[config.mk]
export PLATFORM = sky130hd
export DESIGN_NAME = spm_1p_arbiter
export DESIGN_NICKNAME = d
export VERILOG_FILES = /design/src/rtl/spm_1p_arb_pkg.sv /design/src/rtl/spm_rr_arbiter.sv /design/src/rtl/spm_1p_arbiter.sv
export SDC_FILE = /design/constraint.sdc
export NUM_CORES = 1
export LEC_CHECK = 0
export CAP_MARGIN = 20
export CORE_AREA = 2 2 288 290
export DETAILED_ROUTE_END_ITERATION = 8
export DIE_AREA = 0 0 290 292
export PLACE_DENSITY = 0.35
export SYNTH_ARGS = -nofsm -noshare
export SYNTH_HDL_FRONTEND = slang
export SYNTH_SLANG_ARGS = --single-unit
[constraint.sdc]
create_clock -name clk_i -period 1.84 [get_ports clk_i]
set_input_delay 0.184 -clock clk_i [delete_from_list [all_inputs] [get_ports clk_i]]
set_output_delay 0.184 -clock clk_i [all_outputs]
set_load 0.1 [all_outputs]
[src/rtl/spm_1p_arb_pkg.sv]
// Shared types and helpers for the single-port SPM arbiter.
package spm_1p_arb_pkg;

  typedef enum logic {
    INIT = 1'b0,
    RUN  = 1'b1
  } arb_state_e;

  function automatic int ceil_div(input int a, input int b);
    return (a + b - 1) / b;
  endfunction

endpackage

[src/rtl/spm_rr_arbiter.sv]
// Round-robin grant over NumReq requesters; prio names the highest-priority requester.
module spm_rr_arbiter #(
  parameter int NumReq = 2,
  localparam int IdxWidth = (NumReq > 1) ? $clog2(NumReq) : 1
) (
  input  logic                clk_i,
  input  logic                rst_i,
  input  logic                en_i,
  input  logic [NumReq-1:0]   req_i,
  output logic [NumReq-1:0]   gnt_o,
  output logic [IdxWidth-1:0] idx_o
);

  logic [IdxWidth-1:0] prio_q, prio_d;
  logic [IdxWidth-1:0] cand_idx;
  logic                found;
  int                  cand;

  always_comb begin
    gnt_o    = '0;
    idx_o    = '0;
    prio_d   = prio_q;
    found    = 1'b0;
    cand     = 0;
    cand_idx = '0;
    if (en_i) begin
      // Scan prio, prio+1, ... wrapping at NumReq (which need not be a power of two).
      for (int i = 0; i < NumReq; i++) begin
        cand = int'(prio_q) + i;
        if (cand >= NumReq) cand = cand - NumReq;
        cand_idx = IdxWidth'(cand);
        if (!found && req_i[cand_idx]) begin
          found           = 1'b1;
          gnt_o[cand_idx] = 1'b1;
          idx_o           = cand_idx;
          if (cand == NumReq - 1) prio_d = '0;
          else                    prio_d = cand_idx + IdxWidth'(1);
        end
      end
    end
  end

  always_ff @(posedge clk_i) begin
    if (rst_i) prio_q <= '0;
    else       prio_q <= prio_d;
  end

endmodule

[src/rtl/spm_1p_arbiter.sv]
// Shares one single-port SPM between NumReq requesters with round-robin grant,
// optional zero-fill sweep after reset, and per-requester read-response routing.
module spm_1p_arbiter
  import spm_1p_arb_pkg::*;
#(
  parameter int NumReq    = 2,
  parameter int NumWords  = 1024,
  parameter int DataWidth = 128,
  parameter int ByteWidth = 8,
  parameter bit InitZero  = 1'b1,
  localparam int AddrWidth = (NumWords > 1) ? $clog2(NumWords) : 1,
  localparam int BeWidth   = ceil_div(DataWidth, ByteWidth)
) (
  input  logic                          clk_i,
  input  logic                          rst_i,
  input  logic [NumReq-1:0]             req_i,
  input  logic [NumReq-1:0]             we_i,
  input  logic [NumReq*AddrWidth-1:0]   addr_i,
  input  logic [NumReq*DataWidth-1:0]   wdata_i,
  input  logic [NumReq*BeWidth-1:0]     be_i,
  output logic [NumReq-1:0]             gnt_o,
  output logic [NumReq-1:0]             rvalid_o,
  output logic [DataWidth-1:0]          rdata_o,
  output logic                          init_done_o,
  output logic                          mem_req_o,
  output logic                          mem_we_o,
  output logic [AddrWidth-1:0]          mem_addr_o,
  output logic [DataWidth-1:0]          mem_wdata_o,
  output logic [BeWidth-1:0]            mem_be_o,
  input  logic [DataWidth-1:0]          mem_rdata_i
);

  localparam int IdxWidth = (NumReq > 1) ? $clog2(NumReq) : 1;
  localparam logic [AddrWidth-1:0] LastAddr = AddrWidth'(NumWords - 1);

  arb_state_e          state_q, state_d;
  logic [AddrWidth-1:0] cnt_q, cnt_d;
  logic [NumReq-1:0]   rvalid_q, rvalid_d;
  logic [NumReq-1:0]   gnt;
  logic [IdxWidth-1:0] gnt_idx;

  logic [AddrWidth-1:0] addr_arr  [NumReq];
  logic [DataWidth-1:0] wdata_arr [NumReq];
  logic [BeWidth-1:0]   be_arr    [NumReq];

  for (genvar gi = 0; gi < NumReq; gi++) begin : g_unpack
    assign addr_arr[gi]  = addr_i[gi*AddrWidth +: AddrWidth];
    assign wdata_arr[gi] = wdata_i[gi*DataWidth +: DataWidth];
    assign be_arr[gi]    = be_i[gi*BeWidth +: BeWidth];
  end

  spm_rr_arbiter #(
    .NumReq (NumReq)
  ) u_rr (
    .clk_i (clk_i),
    .rst_i (rst_i),
    .en_i  ((state_q == RUN) && !rst_i),
    .req_i (req_i),
    .gnt_o (gnt),
    .idx_o (gnt_idx)
  );

  always_comb begin
    state_d     = state_q;
    cnt_d       = cnt_q;
    mem_req_o   = 1'b0;
    mem_we_o    = 1'b0;
    mem_addr_o  = '0;
    mem_wdata_o = '0;
    mem_be_o    = '0;
    // Memory port stays quiet while reset is held, whatever the state register says.
    if (!rst_i) begin
      case (state_q)
        INIT: begin
          if (InitZero) begin
            mem_req_o  = 1'b1;
            mem_we_o   = 1'b1;
            mem_be_o   = '1;
            mem_addr_o = cnt_q;
            cnt_d      = cnt_q + AddrWidth'(1);
            if (cnt_q == LastAddr) begin
              state_d = RUN;
              cnt_d   = '0;
            end
          end else begin
            state_d = RUN;
          end
        end
        RUN: begin
          if (|gnt) begin
            mem_req_o   = 1'b1;
            mem_we_o    = we_i[gnt_idx];
            mem_addr_o  = addr_arr[gnt_idx];
            mem_wdata_o = wdata_arr[gnt_idx];
            mem_be_o    = be_arr[gnt_idx];
          end
        end
        default: state_d = INIT;
      endcase
    end
  end

  assign rvalid_d = gnt & ~we_i;

  always_ff @(posedge clk_i) begin
    if (rst_i) begin
      state_q  <= INIT;
      cnt_q    <= '0;
      rvalid_q <= '0;
    end else begin
      state_q  <= state_d;
      cnt_q    <= cnt_d;
      rvalid_q <= rvalid_d;
    end
  end

  assign gnt_o       = gnt;
  assign rvalid_o    = rvalid_q;
  assign rdata_o     = mem_rdata_i;
  assign init_done_o = (state_q == RUN) && !rst_i;

endmodule

* After elaboration in Yosys (flattened, before gate mapping)
Cells that the tools add are included.
Storage, ports and cells: register bits 14, latch bits 0, bits in writable memories 0, memory bits (read-only) 0, input port bits 442, output and inout port bits 289, word-level logic and storage cells 89, memories kept 0
Cells by class: add/subtract/negate cells 6, multiply operators 0, div/mod/pow operators 0, magnitude comparators 8, equal/unequal tests 3, shift operators 0, muxes and demuxes 54, bitwise gates (word level) 5, reductions and logical operators 9
Operators by type and width (number):
- $mux W128 | 6
- $mux W32 | 4
- $mux W16 | 5
- $eq A32 B2 Y1 const B | 2
- $mux W10 | 6
- $ge A32 B3 Y1 const B | 1
- $pmux W16 S2 | 1
- $sub A32 B3 Y32 const B | 1
- $mux W1 | 23
- $pmux W10 S2 | 1
- $add A10 B1 Y10 const B | 1
- $eq A10 B10 Y1 const B | 1
- $mux W2 | 4
- $lt A1 B2 Y1 const B | 3
- $logic_and A1 B1 Y1 | 4
- $pmux W1 S2 | 2
- $sub A1 B2 Y3 const B | 1
- $add A1 B1 Y1 const B | 2
- $add A1 B1 Y2 const B | 1
- $and A2 B2 Y2 | 1
- $demux W1 S1 | 2
- $ge A1 B1 Y1 const B | 2
- $ge A1 B2 Y1 const B | 1
- $ge A2 B2 Y1 const B | 1
- other kinds (8) | 9

* Depth between registers and ports, before layout
depth in word-level cells 18, gate-level depth with buffers 9, depth with buffers taken out 5

* Modules after synthesis
A second synthesis with hierarchy kept.
Second synthesis, totals: cells, all modules 563, area total of the unflattened synthesis 4038.9 um^2
By module, submodules not included:
- spm_1p_arbiter | times used 1, cells each 554, area an instance 3978.8 um^2, sequential area each 260.2 um^2
- spm_rr_arbiter | times used 1, cells each 9, area an instance 60.1 um^2, sequential area each 20.0 um^2

* Worst setup path before layout
Ideal clock, no wire load.
kind input -> output, start point input rst_i, end point output mem_addr_o[1], arrival 4.622 ns, data required time 1.656 ns, slack -2.966 ns, stages 8, buffers on the path 3, cells stage by stage buf_4 > nand2b_4 > buf_6 > inv_2 > buf_6 > nand3_4 > inv_2 > o311ai_0
On the way: elaborated cells on any way between the ends 12, those cells by class 8 x mux; 1 x bitwise; 3 x reduce/logical
RTL lines:
- start, declared | RTL line spm_1p_arbiter.sv:15 | input logic rst_i,
- $logic_not A1 Y1 | RTL line spm_1p_arbiter.sv:57 | .en_i ((state_q == RUN) && !rst_i),
- $logic_and A1 B1 Y1 | RTL line spm_1p_arbiter.sv:57
- $mux W2 | RTL line spm_rr_arbiter.sv:26 | if (en_i) begin
- named net gnt_o[1] | RTL line spm_1p_arbiter.sv:21 | output logic [NumReq-1:0] gnt_o,
- $reduce_or A2 Y1 | RTL line spm_1p_arbiter.sv:90 | if (|gnt) begin
- $mux W10 | RTL line spm_1p_arbiter.sv:90
- $pmux W10 S2 | RTL line spm_1p_arbiter.sv:73 | case (state_q)
- $mux W10 | RTL line spm_1p_arbiter.sv:72 | if (!rst_i) begin
- end, declared | RTL line spm_1p_arbiter.sv:27 | output logic [AddrWidth-1:0] mem_addr_o,
The timed path passes the listed nets, and every way through them passes these cells. The select of a mux whose other input is x is not followed.

* Worst setup path in the final report
start point register state_q, end point output mem_wdata_o[34]
On the way: word-level cells in the longest chain between the ends 9, elaborated cells on any way between the ends 11, those cells by class 8 x mux; 1 x bitwise; 2 x reduce/logical
Ends and longest elaborated chain:
- start, declared | RTL line spm_1p_arbiter.sv:36 | arb_state_e state_q, state_d;
- start signal, assigned | RTL line spm_1p_arbiter.sv:111 | state_q <= state_d;
- $logic_and A1 B1 Y1 | RTL line spm_1p_arbiter.sv:57
- $mux W1 | RTL line spm_rr_arbiter.sv:26
- $not A1 Y2 (not written as such) | RTL line spm_1p_arbiter.sv:94 | mem_wdata_o = wdata_arr[gnt_idx];
- $mux W128 (not written as such) (3 in a row) | RTL line spm_1p_arbiter.sv:94
- $mux W128 | RTL line spm_1p_arbiter.sv:90
- $mux W128 (*) | RTL line spm_1p_arbiter.sv:73
- $mux W128 (*) | RTL line spm_1p_arbiter.sv:72
- end, declared | RTL line spm_1p_arbiter.sv:28 | output logic [DataWidth-1:0] mem_wdata_o,
Every way passes the cells marked *; elsewhere a longest branch is shown, timed or not. The select of a mux whose other input is x is not followed.

==> impl_summary.md <==
Drt
The remaining antenna violation count is 0. The detailed router finished its first iteration with between 200 and 250 violations. For this run, the detailed router's first-pass iteration total came to 4. In the routed layout, each cell is associated on average with a via count of roughly 3.7. The routed wire length is around 51000 um. After detailed routing, the average wire length per cell comes to 22.1 um.

For this run, design rule violations remaining after detail routing come to 0. Across all layers, the routed design uses 8612 vias.

Setup path
Along the worst path, the maximum fanout reaches 17. The worst setup path is launched from a register. STA puts the critical path data arrival time at 1920 ps. The sort of element at the end of the critical path is a primary output. For the worst setup path, the data required time is about 1700 ps. The classification of the worst setup path is reg -> out.

Clock tree
The clock net in this run drives a total of 14 sinks. TritonCTS built the clock tree. The number of hold-repair buffers added at the cts stage is 0. The later-pin clock latency in the skew report is 250 ps. The register clock-pin slew on the reported worst setup and hold paths is around 50 ps. CTS built an H-tree with a depth of 1.

The maximum clock path buffer count is 2. The tree is rooted in a sky130_fd_sc_hd__clkbuf_16. Buffers inserted during clock tree synthesis total 3.

STA
After layout, the worst setup slack is -268 ps. The slew at the pin closest to its max-slew limit is 515 ps. The final-layout worst hold slack is 368 ps. The relative slew slack is 65.6%. Setup repair after global routing could not meet its margin everywhere. The number of max-slew violations in the final report is 0. The hold violation total from the final report was 0. The highest achievable clock rate is 0.474 GHz. The setup TNS is -19660 ps. Setup violations remaining at the end of the flow were counted as 155. Counting I/O delays and the setup requirement, the final critical path takes 2110 ps. Dividing the final minimum period by the clock period gives 115%. Across the routed clock network, the largest skew measured is 5.63 ps.

Yosys
The synthesized netlist cell count is slightly below 800. For this run, asynchronously set or reset flops after synthesis account for 0%. The area share of the leading cell type in the synthesized netlist is 19.0%. After synthesis the netlist holds a flip-flop and latch count of 14.

After synthesis, the mean cell area works out to 6.56 um2. Yosys printed 0 warnings. Synthesis instantiated 44 different standard cells from the library. The most used flip-flop cell after synthesis is sky130_fd_sc_hd__dfxtp_1.

After synthesis the cells add up to 5200 um2. Summed over all instances, the cell type with the most area after synthesis is sky130_fd_sc_hd__buf_4. The synthesized net count is 1236. Yosys mapped a number of flops with a built-in enable equal to 0. By area the synthesized netlist is led by sky130_fd_sc_hd__buf_4, sky130_fd_sc_hd__o31ai_1, sky130_fd_sc_hd__nand4_1. The register area share after synthesis is 5.39%.

GRT
Entering global routing, the biggest net connects 40 pins. The number of antenna violations at the first check in global routing is 5. The total congestion overflow is 0. For this run, the total global-route usage over all layers was measured as 11.2%. The via count of the first global-routing pass came to between 9000 and 10000.

The wire length of the first global-routing pass is 70100 um.

Floorplan
The core region is 81600 um2. The top-level I/O count is between 700 and 800. The die is a little under 300 um wide. For this configuration, the core starts out at a cell density of 6.38%. The die covers 84700 um2.

The die is 292 um tall. The cell row count is 105.

Layout
Relative to the synthesized area, the layout overhead comes to 238%. The finished cells cover between 15000 and 20000 um2. The number of nets at the end of the flow is 1688. Of the cells placed in the final design, the portion with a size suffix greater than 1 is 56.6%. The fill cell total of the finished layout is 8733.

Placement
The standard cell area after detailed placement is about 14000 um2. The total of buffers placed on input and output ports is 474. Detailed placement ended at an HPWL of 37300 um. Routability-driven placement finished with a final weighted congestion of 0.761.

Outcome
The checks that failed: setup timing. The flow ran to the end, but the final reports show violations.

Pwr
The power density over the cells is 178 nW/um2. The reported leakage power is 5.35 nW. The worst vdd rail ir drop is 0.211 mV.

Worst hold path
The worst hold path belongs to the class in -> out.

Run
The max capacitance violation total is 0.
-- report_power, final --
group          total, W  internal (W)  switching, W
logic           0.00233       0.00122       0.00112
registers      0.000315      0.000306    0.00000860
clock network  0.000489      0.000331      0.000158
total           0.00314       0.00186       0.00128
-- synth_stat cells (all sizes together), types with 4 or more instances --
| library cell | count |
|---|---|
| a311oi | 24 |
| dfxtp | 14 |
| inv | 27 |
| o21ai | 4 |
| clkbuf | 65 |
| o31ai | 130 |
| nand4 | 132 |
| nor2 | 13 |
| nor4 | 31 |
| a21oi | 133 |
| buf | 180 |
| nand2 | 8 |
-- per-stage QoR --
stage	std cells	utilization (%)	worst slack, ps	power (W)
finish	2318	21.6	-268	0.00314
global route	2316	21.6	-386	0.00329
CTS	2289	19.6	-260	0.00291
detailed placement	2255	17.3	-475	0.00209
global placement	2255	17.3	-475	0.00209
floorplan	793	-	-959	0.00223
-- cell families after synthesis --
family                     Yosys count  share of synthesized area, %
AOI/OAI and AO/OA                  300                          39.0
xor gates and xnor gates             3                         0.505
adders and majority gates            1                         0.240
buffers and inverters              273                          30.7
DFF                                 14                          5.39
and+or+nand+nor                    202                          24.1
-- cell type report --
| class | count | area (um2) | area share, % |
|---|---|---|---|
| timing repair buffer | 692 | 9310 | 52.9 |
| multi-input combinational | 506 | 6420 | 36.5 |
| tap | 1070 | 1340 | 7.61 |
| sequential | 14 | 288 | 1.64 |
| inverter | 28 | 143 | 0.811 |
| clock buffer | 4 | 88.8 | 0.505 |
| antenna | 4 | 10.0 | 0.0569 |
-- critical path, stage by stage, from the launching register on --
cell and delay, ps:
sky130_fd_sc_hd__dfxtp_4 390, sky130_fd_sc_hd__nand2b_4 90, sky130_fd_sc_hd__buf_12 160, sky130_fd_sc_hd__clkbuf_16 190, sky130_fd_sc_hd__buf_16 190, sky130_fd_sc_hd__o31ai_1 290, sky130_fd_sc_hd__a21oi_1 150, sky130_fd_sc_hd__buf_12 190
-- worst paths after layout --
| check | from | to | slack, ps | cells after the start |
|---|---|---|---|---|
| setup / recovery | state_q | mem_wdata_o[34] | -270 | 7 |
| hold / removal | mem_rdata_i[104] | rdata_o[104] | 370 | 0 |
| setup reg to reg | state_q | cnt_q[7] | 140 | 5 |
| hold reg to reg | cnt_q[8] | cnt_q[8] | 510 | 2 |
-- layer usage --
| layer | track usage (%) | up-vias | routed length [um] |
|---|---|---|---|
| met5 | 0 | - | 0 |
| met4 | 2.62 | 0 | 1510 |
| met3 | 2.60 | 82 | 3140 |
| met2 | 20.6 | 416 | 26300 |
| met1 | 12.9 | 4206 | 20400 |
| li1 | - | 3908 | - |
-- state kept, by name, summed over array words and instances (netlist names) --
signal       flops
cnt_q           10
rvalid_o         2
state_q          1
u_rr.prio_q      1
-- what timing repair did --
item | in CTS | in global routing
gates cloned | 9 | 14
pin swaps | 81 | 125
setup endpoints to repair | 158 | 165
gates resized for setup | 234 | 197
buffers inserted | 22 | 21
-- cell usage in the layout, fill, tap and decap left out, types with 6 or more instances in the layout --
master                              n
sky130_fd_sc_hd__o31ai_2           25
sky130_fd_sc_hd__dfxtp_1           12
sky130_fd_sc_hd__a311oi_2           6
sky130_fd_sc_hd__nor4_2            10
sky130_fd_sc_hd__buf_4            100
sky130_fd_sc_hd__nand4_1          131
sky130_fd_sc_hd__clkdlybuf4s50_1  310
sky130_fd_sc_hd__o31ai_4           97
sky130_fd_sc_hd__buf_8             18
sky130_fd_sc_hd__nor2_1            13
sky130_fd_sc_hd__buf_12           201
sky130_fd_sc_hd__clkbuf_16         16
sky130_fd_sc_hd__o31ai_1            8
sky130_fd_sc_hd__buf_16            16
sky130_fd_sc_hd__a21oi_4           67
sky130_fd_sc_hd__nand2_1            8
sky130_fd_sc_hd__a311oi_4          15
sky130_fd_sc_hd__a21oi_2           59
sky130_fd_sc_hd__nor4_4            19
sky130_fd_sc_hd__a21oi_1            7
sky130_fd_sc_hd__inv_1             22
sky130_fd_sc_hd__buf_6             31
Power figures use the tool's default switching activity.
